<file path="config.mk">
export PLATFORM = sky130hd
export DESIGN_NAME = serial_operand_shifter
export DESIGN_NICKNAME = d
export VERILOG_FILES = /design/src/rtl/serial_operand_shifter_pkg.sv /design/src/rtl/serial_operand_shifter_piso_reg.sv /design/src/rtl/serial_operand_shifter.sv
export SDC_FILE = /design/constraint.sdc
export NUM_CORES = 1
export LEC_CHECK = 0
export CAP_MARGIN = 20
export CORE_MARGIN = 8
export CORE_UTILIZATION = 45
export CTS_CLUSTER_DIAMETER = 150
export DETAILED_ROUTE_END_ITERATION = 6
export PLACE_DENSITY = 0.8
export SKIP_LAST_GASP = 1
export SLEW_MARGIN = 20
export SYNTH_ARGS = -nofsm -noshare
export SYNTH_HDL_FRONTEND = slang
export SYNTH_SLANG_ARGS = --single-unit
</file>
<file path="constraint.sdc">
create_clock -name clk -period 1.4 [get_ports clk]
set_input_delay 0.28 -clock clk [delete_from_list [all_inputs] [get_ports clk]]
set_output_delay 0.28 -clock clk [all_outputs]
set_load 0.02 [all_outputs]
</file>
<file path="src/rtl/serial_operand_shifter_pkg.sv">
// Shared definitions for the bit-serial adder datapath: the frame FSM encoding and the
// default operand geometry used by the feeder, the adder and the downstream collector.
package serial_pkg;

    localparam int DEFAULT_WIDTH = 5;
    localparam int DEFAULT_FLUSH = 1;

    typedef enum logic [1:0] {
        ST_IDLE  = 2'd0,
        ST_SHIFT = 2'd1,
        ST_FLUSH = 2'd2
    } state_t;

    // Bit counter width: holds 0..WIDTH.
    function automatic int cnt_width(input int width);
        return $clog2(width + 1);
    endfunction

endpackage

</file>
<file path="src/rtl/serial_operand_shifter_piso_reg.sv">
// Parallel-in serial-out register: load wins over shift, zeros shift in from the MSB,
// so the serial output reads 0 once every operand bit has been emitted.
module piso_reg #(
    parameter int WIDTH = 5
) (
    input  logic             clk,
    input  logic             reset,
    input  logic             load_i,
    input  logic             shift_i,
    input  logic [WIDTH-1:0] data_i,
    output logic             ser_o
);

    logic [WIDTH-1:0] data_q;

    // NOTE: the shift register is reset too, so a_ser/b_ser read 0 outside frames and after an abort.
    always_ff @(posedge clk) begin
        if (reset) begin
            data_q <= '0;
        end else if (load_i) begin
            data_q <= data_i;
        end else if (shift_i) begin
            data_q <= {1'b0, data_q[WIDTH-1:1]};
        end
    end

    assign ser_o = data_q[0];

endmodule

</file>
<file path="src/rtl/serial_operand_shifter.sv">
// Feeds two WIDTH-bit operands LSB-first to the bit-serial adder, framed by first/last,
// with an optional trailing zero bit so the adder can emit its carry-out.
module serial_operand_shifter
    import serial_pkg::*;
#(
    parameter int WIDTH = DEFAULT_WIDTH,
    parameter int FLUSH = DEFAULT_FLUSH
) (
    input  logic             clk,
    input  logic             reset,
    input  logic             in_valid,
    output logic             in_ready,
    input  logic [WIDTH-1:0] op_a,
    input  logic [WIDTH-1:0] op_b,
    output logic             a_ser,
    output logic             b_ser,
    output logic             bit_valid,
    output logic             first,
    output logic             last,
    output logic             busy
);

    localparam int               CNT_W    = cnt_width(WIDTH);
    localparam logic [CNT_W-1:0] LAST_IDX = CNT_W'(WIDTH - 1);
    localparam logic [CNT_W-1:0] MAX_IDX  = CNT_W'(WIDTH);

    state_t           state_q;
    logic [CNT_W-1:0] idx_q;
    logic [CNT_W-1:0] idx_inc;
    logic             bit_valid_q;
    logic             first_q;
    logic             last_q;
    logic             busy_q;
    logic             accept;
    logic             shift;

    // A new pair may be taken in the final bit cycle, giving gap-free back-to-back frames.
    assign in_ready = (state_q == ST_IDLE) || last_q;
    assign accept   = in_valid && in_ready;
    assign shift    = (state_q == ST_SHIFT);
    assign idx_inc  = idx_q + CNT_W'(1);

    piso_reg #(.WIDTH(WIDTH)) u_piso_a (
        .clk     (clk),
        .reset   (reset),
        .load_i  (accept),
        .shift_i (shift),
        .data_i  (op_a),
        .ser_o   (a_ser)
    );

    piso_reg #(.WIDTH(WIDTH)) u_piso_b (
        .clk     (clk),
        .reset   (reset),
        .load_i  (accept),
        .shift_i (shift),
        .data_i  (op_b),
        .ser_o   (b_ser)
    );

    // NOTE: state and flags use non-blocking assignments so every register updates from pre-edge values.
    always_ff @(posedge clk) begin
        if (reset) begin
            state_q     <= ST_IDLE;
            idx_q       <= '0;
            bit_valid_q <= 1'b0;
            first_q     <= 1'b0;
            last_q      <= 1'b0;
            busy_q      <= 1'b0;
        end else if (accept) begin
            state_q     <= ST_SHIFT;
            idx_q       <= '0;
            bit_valid_q <= 1'b1;
            first_q     <= 1'b1;
            last_q      <= (FLUSH == 0) && (LAST_IDX == '0);
            busy_q      <= 1'b1;
        end else begin
            case (state_q)
                ST_SHIFT: begin
                    if (idx_q >= MAX_IDX) begin
                        state_q     <= ST_IDLE;
                        idx_q       <= '0;
                        bit_valid_q <= 1'b0;
                        first_q     <= 1'b0;
                        last_q      <= 1'b0;
                        busy_q      <= 1'b0;
                    end else if (idx_q == LAST_IDX) begin
                        state_q     <= (FLUSH != 0) ? ST_FLUSH : ST_IDLE;
                        idx_q       <= '0;
                        bit_valid_q <= (FLUSH != 0);
                        first_q     <= 1'b0;
                        last_q      <= (FLUSH != 0);
                        busy_q      <= (FLUSH != 0);
                    end else begin
                        idx_q       <= idx_inc;
                        bit_valid_q <= 1'b1;
                        first_q     <= 1'b0;
                        last_q      <= (FLUSH == 0) && (idx_inc == LAST_IDX);
                        busy_q      <= 1'b1;
                    end
                end
                default: begin
                    state_q     <= ST_IDLE;
                    idx_q       <= '0;
                    bit_valid_q <= 1'b0;
                    first_q     <= 1'b0;
                    last_q      <= 1'b0;
                    busy_q      <= 1'b0;
                end
            endcase
        end
    end

    assign bit_valid = bit_valid_q;
    assign first     = first_q;
    assign last      = last_q;
    assign busy      = busy_q;

endmodule
</file>
==> results of run 1 <==
==> worst register-to-register path: cells and delay by family, from the launching register on <==
kind                   cells  cell delay, ns
AO/OA/AOI/OAI              2            0.52
buffers and inverters      2            0.21
flip-flops                 1            0.34
AND/OR/NAND/NOR            1            0.15
==> final cells by class <==
cell class / instances / share of cell area [%]
multi-input cells: 52 / 37.8
flip-flops and latches: 18 / 31.5
repair buffers: 29 / 22.4
inverters: 6 / 2.19
well taps: 27 / 2.95
clock buffers: 4 / 3.17
==> routing by layer <==
layer | share of wire (%) | routed length, µm | vias up | track usage [%]
met5 | 0 | 0 | - | 0
met4 | 1.5 | 29 | 0 | 5.10
met3 | 4.0 | 77 | 5 | 3.23
met2 | 54 | 1050 | 10 | 20.6
met1 | 40 | 773 | 320 | 12.7
li1 | - | - | 343 | -
==> timing repair <==
item                                   CTS  global route
setup endpoints to repair                7            12
resized for setup                        7             5
pin swaps                                0             1
buffers inserted                         0             0
endpoints found under the hold margin    0             0
==> placed cells by master (no fill, tap or decap), types with 2 or more instances in the layout <==
cell type	n
dfxtp_1	18
ha_1	3
a221oi_2	8
nor2_1	14
mux2i_1	9
buf_4	9
dlygate4sd2_1	6
clkdlybuf4s50_1	12
inv_1	5
nand3_1	3
clkbuf_4	3
a21oi_1	2
nand2_1	2
o211ai_1	2
==> cells by family (layout without fill, tap and decap cells) <==
family                     Yosys count  count (layout)  synth area share (%)
and+or+nand+nor                     23              23                  12.4
DFF                                 18              18                  41.7
AOI/OAI and AO/OA                   17              17                  22.3
buffers and inverters               13              39                  8.83
muxes                                9               9                  10.4
adders and majority gates            3               3                  4.34
==> flip-flops by register name, summed over array words and instances (netlist names) <==
| signal | cells |
|---|---|
| u_piso_a.data_q | 5 |
| first | 1 |
| last | 1 |
| busy | 1 |
| u_piso_b.data_q | 5 |
| state_q | 2 |
| idx_q | 3 |
==> power groups by stage <==
stage	Clock (mW)	Sequential (mW)	Combinational, mW
after global placement	0	0.581	0.294
after global routing	0.344	0.575	0.318
after detailed placement	0	0.583	0.303
after floorplan	0	0.593	0.186
after CTS	0.326	0.570	0.291
final	0.326	0.571	0.294
==> through the flow <==
| stage | util, % | instances |
|---|---|---|
| 2_1_floorplan | - | 83 |
| 4_1_cts | 60.6 | 136 |
| 3_5_place_dp | 59.1 | 132 |
| 5_1_grt | 60.8 | 136 |
| 6_report | 60.8 | 136 |
| 3_3_place_gp | 59.1 | 132 |
==> worst max-delay path by stage <==
stage               start       end  slack [ns]  cells after the start
4_1_cts        state_q[0]  in_ready       -0.13                      3
3_3_place_gp   state_q[0]  in_ready       -0.05                      3
5_1_grt        state_q[0]  in_ready       0.001                      3
6_report       state_q[0]  in_ready        0.04                      3
2_1_floorplan    idx_q[1]  idx_q[0]        0.19                      5
3_5_place_dp   state_q[0]  in_ready       -0.07                      3
==> out/metrics.cfg, run 1 <==
[run_status]
status=complete, no violations

[synth]
synth_edf_count=0
syn_nets=99
async_flop_share_pct=0
yosysMostFrequentCell=dfxtp_1
synth.avg_cell_area_um2=10.4
synth_cells=83
synth_top_area_share_pct=41.7
yosys_register_bits=18
synth_cell_types=23
synthTopCellsByArea=dfxtp_1 (42%), a221oi_2 (14%), mux2i_1 (10%), nor2_1 (6.1%), ha_1 (4.3%)
yosysWarnings=0
yosysTopAreaCell=dfxtp_1
synth_ff_type=dfxtp_1
synth_area_um2=865
ys_seq_area_share_pct=41.7
synth_common_cells=dfxtp_1 (18), nor2_1 (14), mux2i_1 (9)

[routing]
vias=678
routed_wl_um=1930
drc=0
drtIter0Drc=17
via_per_inst=4.99
ant_nets=0
routedWlPerCell_um=14.2
first_pass_iters=4

[cts]
insertion_delay_ns=0.30
clk_pin_slew_ns=0.11
holdBufCountCts=0
cts_sinks=18
cts_inserted_buffers=3
clockBufferDepth=2
h-tree-depth=1
root_buffer=clkbuf_4
cts_tree=done

[grt]
antenna_found_initial=0
grt_max_degree=14
grt_usage_pct=11.7
grt_pass1_vias=685
grt_pass1_wl_um=3110
grt-ovfl-total=0

[cells_and_area]
layout.nets=126
diodes=0
seq_area_um2=360
area_growth_pct=32.4
multiInputGateArea_um2=433
drive_gt1_share_pct=25.7
final_area_mm2=0.00114
fillers=170

[sta]
slew_headroom_pct=80.7
clock_skew_ns=0.00759
setup_viol=0
tightest_slew_ns=0.290
hold_violations=0
rsz0062_at_grt=no
setup-tns-final_ns=0
holdWs_ns=0.505
setup_slack_ns=0.0376
post-route-period-util_pct=97.3
fmax_mhz=734
finalCriticalPeriod_ns=1.36
final-max-slew-violation-count=0

[floorplanning]
coreArea_mm2=0.00188
rows=16
dieWidth_um=59.8
die_area_mm2=0.00358
initial_core_util_pct=45.9
dieHeight_um=59.8
io_pins=20

[worst_setup_path]
worstPathMaxFanout=3
r2r_start=state_q[0]
cp.arrival_ns=1.08
crit_required_ns=1.12
path_class=register to output port
cpMaxStageDelayCell=dfxtp_1
crit_family=flip-flops
reg2reg_slack_ns=0.10
slowest_delay_ns=0.34
rr_worst_depth=5
r2r-end=u_piso_b.data_q[2]
crit_chain=o21ba_4 -> inv_4 -> clkbuf_2
startpoint_type=register
cp_num_buf_inv=2
crit_path_end_kind=output port

[pwr]
p_clk_share_pct=27.4
netSwitchingFraction_pct=28.2
seqPwrFrac_pct=47.9
leakage_nw=0.486
power_per_cell_area_mw_per_mm2=1040
max-vdd-ir-drop_uv=759
power.internal_uw=855
power_switching_uw=336
combPwrFrac_pct=24.7
p_total_mw=1.19

[place]
place_congestion=0.717
dp_worst_setup_slack_ns=-0.0730
place_area_mm2=0.00111
dp_hpwl_um=1490
port_buffers=19

[worst_hold_path]
hold_depth=2
hp-class=register to register
hold_end=u_piso_b.data_q[4]
min_from=u_piso_b.data_q[4]

[job]
cap_violations=0

(Power assumes the default switching activity.)
==> run 2, diff against run 1 <==
CORE_UTILIZATION = 25   (was 45)
CTS_CLUSTER_DIAMETER = 100   (was 150)
PLACE_DENSITY = 0.53   (was 0.8)
==> run 2 against run 1 <==
Clock skew decreased by 0.0045 ns. Critical path depth unchanged. Worst hold slack got worse by 0.00076 ns. Wire length decreased by 5.8%. Sequential share of layout area decreased by 0.14 points. Combinational power decreased by 3%. Worst setup slack improved by 0.019 ns. Critical endpoint unchanged. Highest routed layer unchanged.
==> out/metrics.cfg, run 2 (synthesis gave the netlist of run 1 again) <==
[sta]
setup_slack_ns=0.0568
final-max-slew-violation-count=0
post-route-period-util_pct=95.9
rsz0062_at_grt=no
setup_viol=0
slew_headroom_pct=80.1
finalCriticalPeriod_ns=1.34
clock_skew_ns=0.00304
setup-tns-final_ns=0
tightest_slew_ns=0.298
hold_violations=0
fmax_mhz=745

[floorplanning]
initial_core_util_pct=25.9
rows=21
die_area_mm2=0.00560
dieWidth_um=74.8
io_pins=20
dieHeight_um=74.8
coreArea_mm2=0.00334

[routing]
routed_wl_um=1820
drtIter0Drc=4
wl_met1_um=875
routed.top_layer=met4
routedWlPerCell_um=11.9
drc=0
via_per_inst=4.18
vias=639
dr_wl_met3_um=89
dr_wl_met2_um=824
ant_nets=0
first_pass_iters=4

[grt]
antenna_found_initial=0
grt_usage_pct=7.27
grt_max_degree=14
grt-ovfl-total=0
grt_pass1_vias=704
grt_pass1_wl_um=3100

[cells_and_area]
final_common_cell=dfxtp_1
final_util_pct=34.5
drive_gt1_share_pct=26.2
diodes=0
final_cell_mix=dfxtp_1 (18), nor2_1 (14), clkdlybuf4s50_1 (12), mux2i_1 (9), a221oi_2 (8)
reg_top3=u_piso_a.data_q x5, u_piso_b.data_q x5, idx_q x3
layout.nets=124
seq_area_um2=360
multiInputGateArea_um2=433
area_growth_pct=33.0
final_area_mm2=0.00115
fillers=371

[worst_setup_path]
reg2reg_slack_ns=0.13
startpoint_type=register
cp.arrival_ns=1.06
crit_path_end_kind=output port
r2r-end=idx_q[0]
r2r_start=idx_q[1]
crit_path_start=state_q[1]
worstPathMaxFanout=3
critPathCapture=in_ready
path_class=register to output port
rr_worst_depth=5
crit_required_ns=1.12

[job]
cap_violations=0

[cts]
holdBufCountCts=0
insertion_delay_ns=0.29
root_buffer=clkbuf_4
clk_pin_slew_ns=0.10
h-tree-depth=1
cts_sinks=18
cts_inserted_buffers=3
clockBufferDepth=2
cts_tree=done

[worst_hold_path]
hp-class=register to register

[place]
place_area_mm2=0.00112
port_buffers=19
dp_worst_setup_slack_ns=-0.0542
dp_hpwl_um=1390
place_congestion=0.694

[pwr]
leakage_nw=0.471
power_per_cell_area_mw_per_mm2=1020
p_total_mw=1.18
max-vdd-ir-drop_uv=300

[run_status]
status=complete, no violations

run 2: changes by cell type in the layout (fill, tap and decap cells not counted):
cell,before,now
buf_4,9,7
clkbuf_2,1,2
dlygate4sd2_1,6,5
nor2b_2,0,1
nor2b_4,1,0
nor3_1,1,0
nor3_2,0,1
run 2: stage by stage:
stage                     hold WS (ns)  std cells
after floorplan                  0.346         83
after global placement           0.476        149
after detailed placement         0.489        149
after CTS                        0.505        153
after global routing             0.541        153
final                            0.504        153
run 2: final cells by class:
class,instances,area share (%)
timing repair buffer,27,20.7
sequential,18,31.3
tap,46,5.01
multi-input combinational,52,37.6
inverter,6,2.18
clock buffer,4,3.16
run 2: critical path, stage by stage, from the launching register on:
cell      delay, ns
dfxtp_1        0.35
o21ba_4        0.21
inv_4          0.05
clkbuf_2       0.16
run 2: worst min-delay path by stage:
stage	from	to	slack, ns	cells past startpoint
after floorplan	reset	u_piso_a.data_q[2]	0.35	1
after global placement	idx_q[0]	idx_q[0]	0.48	1
after detailed placement	u_piso_a.data_q[4]	u_piso_a.data_q[4]	0.49	2
after CTS	u_piso_a.data_q[4]	u_piso_a.data_q[4]	0.50	2
after global routing	u_piso_b.data_q[4]	u_piso_b.data_q[4]	0.54	2
final	idx_q[0]	idx_q[0]	0.50	1
run 2: per-layer routing:
layer | global-route usage (%) | vias up
li1 | - | 340
met1 | 8.62 | 287
met2 | 11.3 | 10
met3 | 1.60 | 2
met4 | 5.22 | 0
met5 | 0 | -
run 2: repair_timing:
action	4_1_cts	5_1_grt
buffers inserted	0	0
resized for setup	8	6
pin swaps	0	0
setup endpoints to repair	8	5
run 2: power by group:
group	leakage (nW)	internal [mW]	total, mW	switching, mW
sequential	0.148	0.551	0.570	0.0193
clock	0.0210	0.158	0.320	0.161
combinational	0.302	0.141	0.286	0.144
total	0.471	0.850	1.18	0.325
